$ cat src/rtl/ct_had_pcfifo_ctrl.sv
// PC FIFO read/write control for the HAD trace path.
//
// Sequences debug-host reads of the PC FIFO through a small IDLE/RD/ACK FSM.
// It also qualifies retire-PC capture writes.
//
// Ports:
//   cpuclk                 core clock (rising edge)
//   cpurst_b               asynchronous active-low reset
//   regs_pcfifo_en         capture enable
//   regs_pcfifo_rd_freeze  block writes while a read sequence is in flight
//   had_core_dbg_mode      core in debug mode (blocks writes)
//   regs_pcfifo_rd_req     read request pulse from the debug host
//   regs_pcfifo_ovf_clr    clear pulse for the overflow flag
//   ctrl_pcfifo_wen        write qualifier to the FIFO (combinational)
//   ctrl_pcfifo_ren        read strobe to the FIFO (state RD)
//   pcfifo_ctrl_rd_ack     read data valid (state ACK)
//   pcfifo_ctrl_busy       read sequence in progress
//   pcfifo_ctrl_rd_ovf     sticky: a read request was dropped
//   pcfifo_ctrl_rd_cnt     saturating count of completed reads
module ct_had_pcfifo_ctrl (
  input  logic       cpuclk,
  input  logic       cpurst_b,
  input  logic       regs_pcfifo_en,
  input  logic       regs_pcfifo_rd_freeze,
  input  logic       had_core_dbg_mode,
  input  logic       regs_pcfifo_rd_req,
  input  logic       regs_pcfifo_ovf_clr,
  output logic       ctrl_pcfifo_wen,
  output logic       ctrl_pcfifo_ren,
  output logic       pcfifo_ctrl_rd_ack,
  output logic       pcfifo_ctrl_busy,
  output logic       pcfifo_ctrl_rd_ovf,
  output logic [4:0] pcfifo_ctrl_rd_cnt
);

  typedef enum logic [1:0] {
    StIdle = 2'd0,
    StRd   = 2'd1,
    StAck  = 2'd2
  } state_e;

  localparam logic [4:0] CntMax = 5'd31;

  state_e     state_q, state_d;
  logic       pend_q, pend_d;
  logic       ovf_q, ovf_d;
  logic [4:0] cnt_q, cnt_d;
  logic       drop;

  always_comb begin
    state_d = state_q;
    pend_d  = pend_q;
    drop    = 1'b0;
    case (state_q)
      StIdle: begin
        if (regs_pcfifo_rd_req) state_d = StRd;
      end
      StRd: begin
        state_d = StAck;
        if (regs_pcfifo_rd_req) begin
          if (pend_q) drop = 1'b1;
          else        pend_d = 1'b1;
        end
      end
      StAck: begin
        if (pend_q) begin
          // Pending request is consumed; a fresh request this cycle has no slot.
          state_d = StRd;
          pend_d  = 1'b0;
          drop    = regs_pcfifo_rd_req;
        end else if (regs_pcfifo_rd_req) begin
          state_d = StRd;
        end else begin
          state_d = StIdle;
        end
      end
      default: begin
        state_d = StIdle;
        pend_d  = 1'b0;
      end
    endcase
  end

  // A drop in the same cycle as a clear keeps the flag set.
  assign ovf_d = drop | (ovf_q & ~regs_pcfifo_ovf_clr);
  assign cnt_d = ((state_q == StAck) && (cnt_q != CntMax)) ? cnt_q + 5'd1 : cnt_q;

  always_ff @(posedge cpuclk or negedge cpurst_b) begin
    if (!cpurst_b) begin
      state_q <= StIdle;
      pend_q  <= 1'b0;
      ovf_q   <= 1'b0;
      cnt_q   <= 5'd0;
    end else begin
      state_q <= state_d;
      pend_q  <= pend_d;
      ovf_q   <= ovf_d;
      cnt_q   <= cnt_d;
    end
  end

  always_comb begin
    ctrl_pcfifo_ren    = (state_q == StRd);
    pcfifo_ctrl_rd_ack = (state_q == StAck);
    pcfifo_ctrl_busy   = (state_q == StRd) || (state_q == StAck);
  end

  assign ctrl_pcfifo_wen    = regs_pcfifo_en & ~had_core_dbg_mode &
                              ~(regs_pcfifo_rd_freeze & pcfifo_ctrl_busy);
  assign pcfifo_ctrl_rd_ovf = ovf_q;
  assign pcfifo_ctrl_rd_cnt = cnt_q;

endmodule
$ cat config.mk
export PLATFORM = sky130hd
export DESIGN_NAME = ct_had_pcfifo_ctrl
export DESIGN_NICKNAME = d
export VERILOG_FILES = /design/src/rtl/ct_had_pcfifo_ctrl.sv
export SDC_FILE = /design/constraint.sdc
export NUM_CORES = 1
export LEC_CHECK = 0
export ABC_CLOCK_PERIOD_IN_PS = 1900
export CAP_MARGIN = 10
export CORE_AREA = 8 8 45 47
export DETAILED_ROUTE_END_ITERATION = 8
export DIE_AREA = 0 0 53 55
export GPL_ROUTABILITY_DRIVEN = 0
export PLACE_DENSITY = 0.66
export REMOVE_ABC_BUFFERS = 1
export SYNTH_ARGS = -nofsm -noshare
export SYNTH_HDL_FRONTEND = slang
export SYNTH_SLANG_ARGS = --single-unit
$ cat constraint.sdc
create_clock -name cpuclk -period 1.9 [get_ports cpuclk]
set_input_delay 0.38 -clock cpuclk [delete_from_list [all_inputs] [get_ports cpuclk]]
set_output_delay 0.38 -clock cpuclk [all_outputs]
set_load 0.05 [all_outputs]
==> impl_results.md, run 1 <==
- Global-route congestion overflow total: 0
- Fmax: around 550 MHz
- CP delay by family, top: flip-flops
- RR Endpoint: pcfifo_ctrl_rd_cnt[4]$_DFFE_PN0P_
- Die H: roughly 55 µm
- Clock Sinks: 9
- Critical path endpoint category: output port
- Mux contribution to synthesized area: 6.90%
- Synth top cells by count: dfrtp_1, ha_1, inv_1
- Post-synth ARST share: 100%
- Pin count of the biggest net entering global routing: 10
- Fin. Hold Viols: 0
- Share of layout cells above drive strength 1: 32.3%
- Max_slew headroom: 66.2%
- Synth top area share: 47.7%
- Root buffer cell: clkbuf_4
- R2R Setup Slk: 220 ps
- RSZ-0062 raised after global routing: no
- Synth warn: 0
- Via count: 359
- H-tree level count: 1
- Antenna violations before repair: 0
- Worst Path Required: 1520 ps
- Die ar.: 0.00292 mm²
- Adder-cell share of the synthesized area: 15.9%
- Post-CTS setup buffer count: 0
- I/O Pins: 17
- WP buf/inv: 2
- Antenna-violating nets left: 0
- Clk_skew: 2.58 ps
- IO Port Bufs: 16
- Post-layout nets: between 70 and 80
- Finished Layout Cells: slightly below 80
- R2R depth: 5
- CTS tree: built
- Avg Vias per Cell: 4.60
- Starting density of the core: 34.1%
- Drt initial violations: 3
- Final period util: a little over nine tenths
- Clk_lat worst skew: ~250 ps
- CTS buffer count: 3
- Data arrival, critical path: between 1000 and 1500 ps
- Synth Area in Compound Gates: 9.28%
- Dominant cells by area after synthesis: dfrtp_1, ha_1, mux2_2, inv_1, xnor2_1
- Core Footprint: 0.00138 mm²
- Placed cells: 74
- Mean cell area of the mapped netlist: roughly 12 µm²
- Post-synth EDFFs: 0
- Antenna Cells: 0
- Reg-to-reg startpoint: pcfifo_ctrl_rd_cnt[0]$_DFFE_PN0P_
- Drc violations: 0
- Wire length per cell: 11.7 µm
- Hold Crit Class: in -> async
- Tmin final: ~1800 ps
- DPL Wire Length: 724 µm
- Number of global-route vias before repair: 372
- Utilization after layout: 53.2%
- First-pass GRT wire length: 1430 µm
- Final Setup Violations: 0
- Library cells used by synthesis: 19
- Worst Max-Slew Pin Slew: 505 ps
- Final setup margin: 65.2 ps
- Crit path kind: reg -> out
- Worst-path clk slew: approximately 60 ps
- Post-synth top flop: dfrtp_1
- Synthesis-to-layout area growth: 56.0%
- 1st-pass router iterations: 2
- Slowest cell on the critical path: dfrtp_1
- Final slew viol count: 0
- Clock Tree Buf Depth: 2
- Slowest stage delay, CP: 400 ps
- Top-count cell post-synth: dfrtp_1
- Synth Cell Area: 472 µm²
- Seq/Total Area, Yosys: 47.7%
- Syn Inst Count: 41
- Cell chain of the critical path: inv_2, ha_4, a211oi_2, clkbuf_16
- Status: finished clean
- Synth Register Bits: 9
- Startpoint Class: flop
- Critical path fanouts, max: 3
- Largest family of logic cells by synthesized area: adder cells
- Routed WL: 912 µm
- Post-synth top area cell: dfrtp_1
- GRT Util Overall: ~6.6%
- Die Span X: 53 µm
- Row cnt: 14
- Post-place setup slack: between 90 and 100 ps
- Max-cap violation count: 0
- Setup total negative slack: 0 ps
- CTS Hold Bufs: 0
- Synth Area in Simple Gates: 10.6%
- Post-Synth XOR/XNOR Area: 5.57%
## cells by family after synthesis
group                    Yosys count
multiplexers                       3
adder cells (fa/ha/maj)            6
AO/OA/AOI/OAI                      7
XOR/XNOR                           3
flip-flops                         9
buffers and inverters              5
AND/OR/NAND/NOR                    8
## layout by cell type, fill, tap and decap left out, drive strengths merged, types with 2 or more instances in the layout
cell,instances
dfrtp,9
buf,9
clkdlybuf4s50,7
ha,6
inv,5
clkbuf,5
o21ai,2
mux2,2
a21oi,2
xnor2,2
nor2,2
## area by class of cell
type | instances | area (µm²)
clock buffers | 4 | 26.3
well taps | 16 | 20.0
fillers | 124 | 648
inverters | 5 | 18.8
repair buffers | 17 | 200
multi-input cells | 27 | 245
flip-flops and latches | 9 | 225
## timing repair
action,4_1_cts,5_1_grt
cloned,0,0
pin swaps,0,1
endpoints found under the setup margin,1,1
resized for setup,1,4
## metrics by stage
step	cell area (µm²)	hold WS [ps]
floorplan	472	84.4
global placement	687	489
detailed placement	687	484
CTS	718	417
global route	736	440
finish	736	412
## routing by layer
metal / vias up / global-route usage (%) / wire, µm
met3: 0 / 3.48 / 103
li1: 181 / - / -
met1: 163 / 7.31 / 434
met4: 0 / 3.88 / 0
met5: - / 0 / 0
met2: 15 / 9.77 / 375
## worst max-delay path by stage
stage	startpoint	endpoint	slack [ps]	cells past startpoint
2_1_floorplan	state_q[0]$_DFFE_PN0P_	ctrl_pcfifo_wen	-650	3
3_3_place_gp	regs_pcfifo_en	ctrl_pcfifo_wen	110	4
3_5_place_dp	regs_pcfifo_en	ctrl_pcfifo_wen	90	4
4_1_cts	state_q[0]$_DFFE_PN0P_	ctrl_pcfifo_wen	7	4
5_1_grt	state_q[1]$_DFFE_PN0P_	ctrl_pcfifo_wen	10	4
6_report	state_q[0]$_DFFE_PN0P_	ctrl_pcfifo_wen	70	4
## state kept, by name, indices dropped and copies added (netlist names)
signal,count
pcfifo_ctrl_rd_ovf,1
pcfifo_ctrl_rd_cnt,5
pend_q,1
state_q,2
Power of run 1 is not shown: default switching activity piles up to over one toggle a cycle in this logic, so the estimate is an artifact.
==> run 2: changes to the inputs <==
ABC_CLOCK_PERIOD_IN_PS = 1800   (was 1900)
CAP_MARGIN = 40   (was 10)
clock period = 1.8 ns   (was 1.9 ns; I/O delays follow)
==> run 2 against run 1 <==
Net effect: clock-buffer cell count stayed put; wire length is 9.9% higher; flip-flop and latch count stayed put; core utilization is 1.1 points higher; sequential share of layout area is 0.61 points lower; critical path type unchanged; highest routed layer unchanged.
==> impl_results.md, run 2 (synthesized netlist as in run 1, its figures left out) <==
- Wl on met1: 433 µm (-0.23%)
- Final period util: 95.6%
- WP buf/inv: 2 (unchanged)
- Post-place setup slack: 47.4 ps (-46.3 ps)
- Hold Crit Class: in -> async
- Die ar.: 0.00292 mm² (unchanged)
- Slowest cell on the critical path: dfrtp_1
- Post-layout nets: 78 (+2.6%)
- Critical path fanouts, max: 3 (unchanged)
- GRT Util Overall: 7.72% (+1.2 points)
- RSZ-0062 raised after global routing: no
- Finished Cell Area: 751 µm² (+2.0%)
- Post-DP Area: 684 µm² (-0.36%)
- Worst-path clk slew: 60 ps (about the same)
- Reg area: 225 µm² (unchanged)
- Wire length per cell: 12.5 µm (+7.1%)
- Fill cells: 127 (+2.4%)
- Clock Tree Buf Depth: 2 (unchanged)
- Die H: 55 µm (unchanged)
- Global-route congestion overflow total: 0 (unchanged)
- Die Span X: 53 µm (unchanged)
- Share of layout cells above drive strength 1: 35.9% (+3.7 points)
- CTS tree: built
- Root buffer cell: clkbuf_4
- Fmax: around 580 MHz
- Row cnt: 14 (unchanged)
- H-tree level count: 1 (unchanged)
- Critical path endpoint category: output port
- Clk_skew: 1.47 ps (-1.11 ps)
- Final setup margin: 78.4 ps (+13.3 ps)
- Final slew viol count: 0 (unchanged)
- Antenna violations before repair: 0 (unchanged)
- Worst Max-Slew Pin Slew: 387 ps (-118 ps)
- Pin count of the biggest net entering global routing: 10 (unchanged)
- 1st-pass router iterations: 3 (+1)
- Utilization after layout: 54.2% (+1.1 points)
- Number of global-route vias before repair: 410 (+10%)
- Antenna-violating nets left: 0 (unchanged)
- Worst Path Required: 1440 ps (-80 ps)
- First-pass GRT wire length: 1650 µm (+15%)
- Max-cap violation count: 0 (unchanged)
- I/O Pins: 17 (unchanged)
- Final Setup Violations: 0 (unchanged)
- Status: finished clean
- CTS Hold Bufs: 0 (unchanged)
- Drc violations: 0 (unchanged)
- CP delay by family, top: flip-flops
- Data arrival, critical path: 1360 ps (-90 ps)
- Drt initial violations: 1 (-2)
- Synthesis-to-layout area growth: 59.2%
- Commonest non-fill, non-tap cells in the layout: dfrtp_1, buf_4, clkdlybuf4s50_1
- Antenna Cells: 0 (unchanged)
- Max_slew headroom: 74.1% (+7.9 points)
- Via count: 377 (+5.0%)
- Starting density of the core: 34.1% (unchanged)
- Core Footprint: 0.00138 mm² (unchanged)
- Slowest stage delay, CP: 390 ps (about the same)
- Clk_lat worst skew: 250 ps (about the same)
- Area of the multi-input gates: 253 µm² (+3.1%)
- DR WL met2: 467 µm (+25%)
- Largest register FFs: 5 (unchanged)
- Tmin final: 1720 ps
- CTS buffer count: 3 (unchanged)
- Avg Vias per Cell: 4.71 (+2.4%)
- Crit path kind: reg -> out
- Cell chain of the critical path: inv_2, ha_4, a211oi_4, buf_12
- Fin. Hold Viols: 0 (unchanged)
- Met3 wire len: 101 µm (-1.9%)
- Top sig layer: met3
- Routed WL: 1000 µm (+9.9%)
- DPL Wire Length: 756 µm (+4.5%)
- Clock Sinks: 9 (unchanged)
- Hold WS: 401 ps (-10.6 ps)
- IO Port Bufs: 16 (unchanged)
- Startpoint Class: flop
## run 2: worst paths after layout
path	from	to	slack (ps)	cells after the start
worst max-delay path	state_q[0]$_DFFE_PN0P_	ctrl_pcfifo_wen	80	4
worst min-delay path	cpurst_b	pcfifo_ctrl_rd_cnt[4]$_DFFE_PN0P_	400	1
worst max register to register	pcfifo_ctrl_rd_cnt[0]$_DFFE_PN0P_	pcfifo_ctrl_rd_cnt[4]$_DFFE_PN0P_	120	5
worst min register to register	pcfifo_ctrl_rd_cnt[3]$_DFFE_PN0P_	pcfifo_ctrl_rd_cnt[3]$_DFFE_PN0P_	500	1
max in group asynchronous	cpurst_b	pcfifo_ctrl_rd_cnt[0]$_DFFE_PN0P_	1130	1
min in group cpuclk	pcfifo_ctrl_rd_cnt[3]$_DFFE_PN0P_	pcfifo_ctrl_rd_cnt[3]$_DFFE_PN0P_	500	1
## run 2: layout make-up
class / count / area share (%)
Multi-Input combinational cell: 27 / 33.7
Sequential cell: 9 / 30.0
Timing Repair Buffer: 19 / 27.7
Clock buffer: 4 / 3.50
Tap cell: 16 / 2.67
Inverter: 5 / 2.50
## run 2: repair_timing
action	CTS	global route
resized for setup	4	1
setup buffers	2	0
pin swaps	1	1
endpoints found under the setup margin	1	1
gates cloned	0	0
## run 2: metal layers
layer	up-vias	global-route usage, %
met3	0	3.21
met2	15	12.1
met1	178	8.89
met5	-	0
li1	184	-
met4	0	3.88
## run 2: stage by stage
step / instances / setup TNS (ps)
final: 80 / 0
after global routing: 80 / 0
after CTS: 80 / 0
after detailed placement: 74 / 0
after global placement: 74 / 0
after floorplan: 41 / -858
Power of run 2 is left out for the same reason.
==> run 3: changes to the inputs <==
HOLD_SLACK_MARGIN = 0.06   (was unset)
SLEW_MARGIN = 20   (was unset)
==> results of run 3 <==
Same layout as run 2: the final DEF is identical, and so are final timing and power.
Power of run 3 is left out for the same reason.
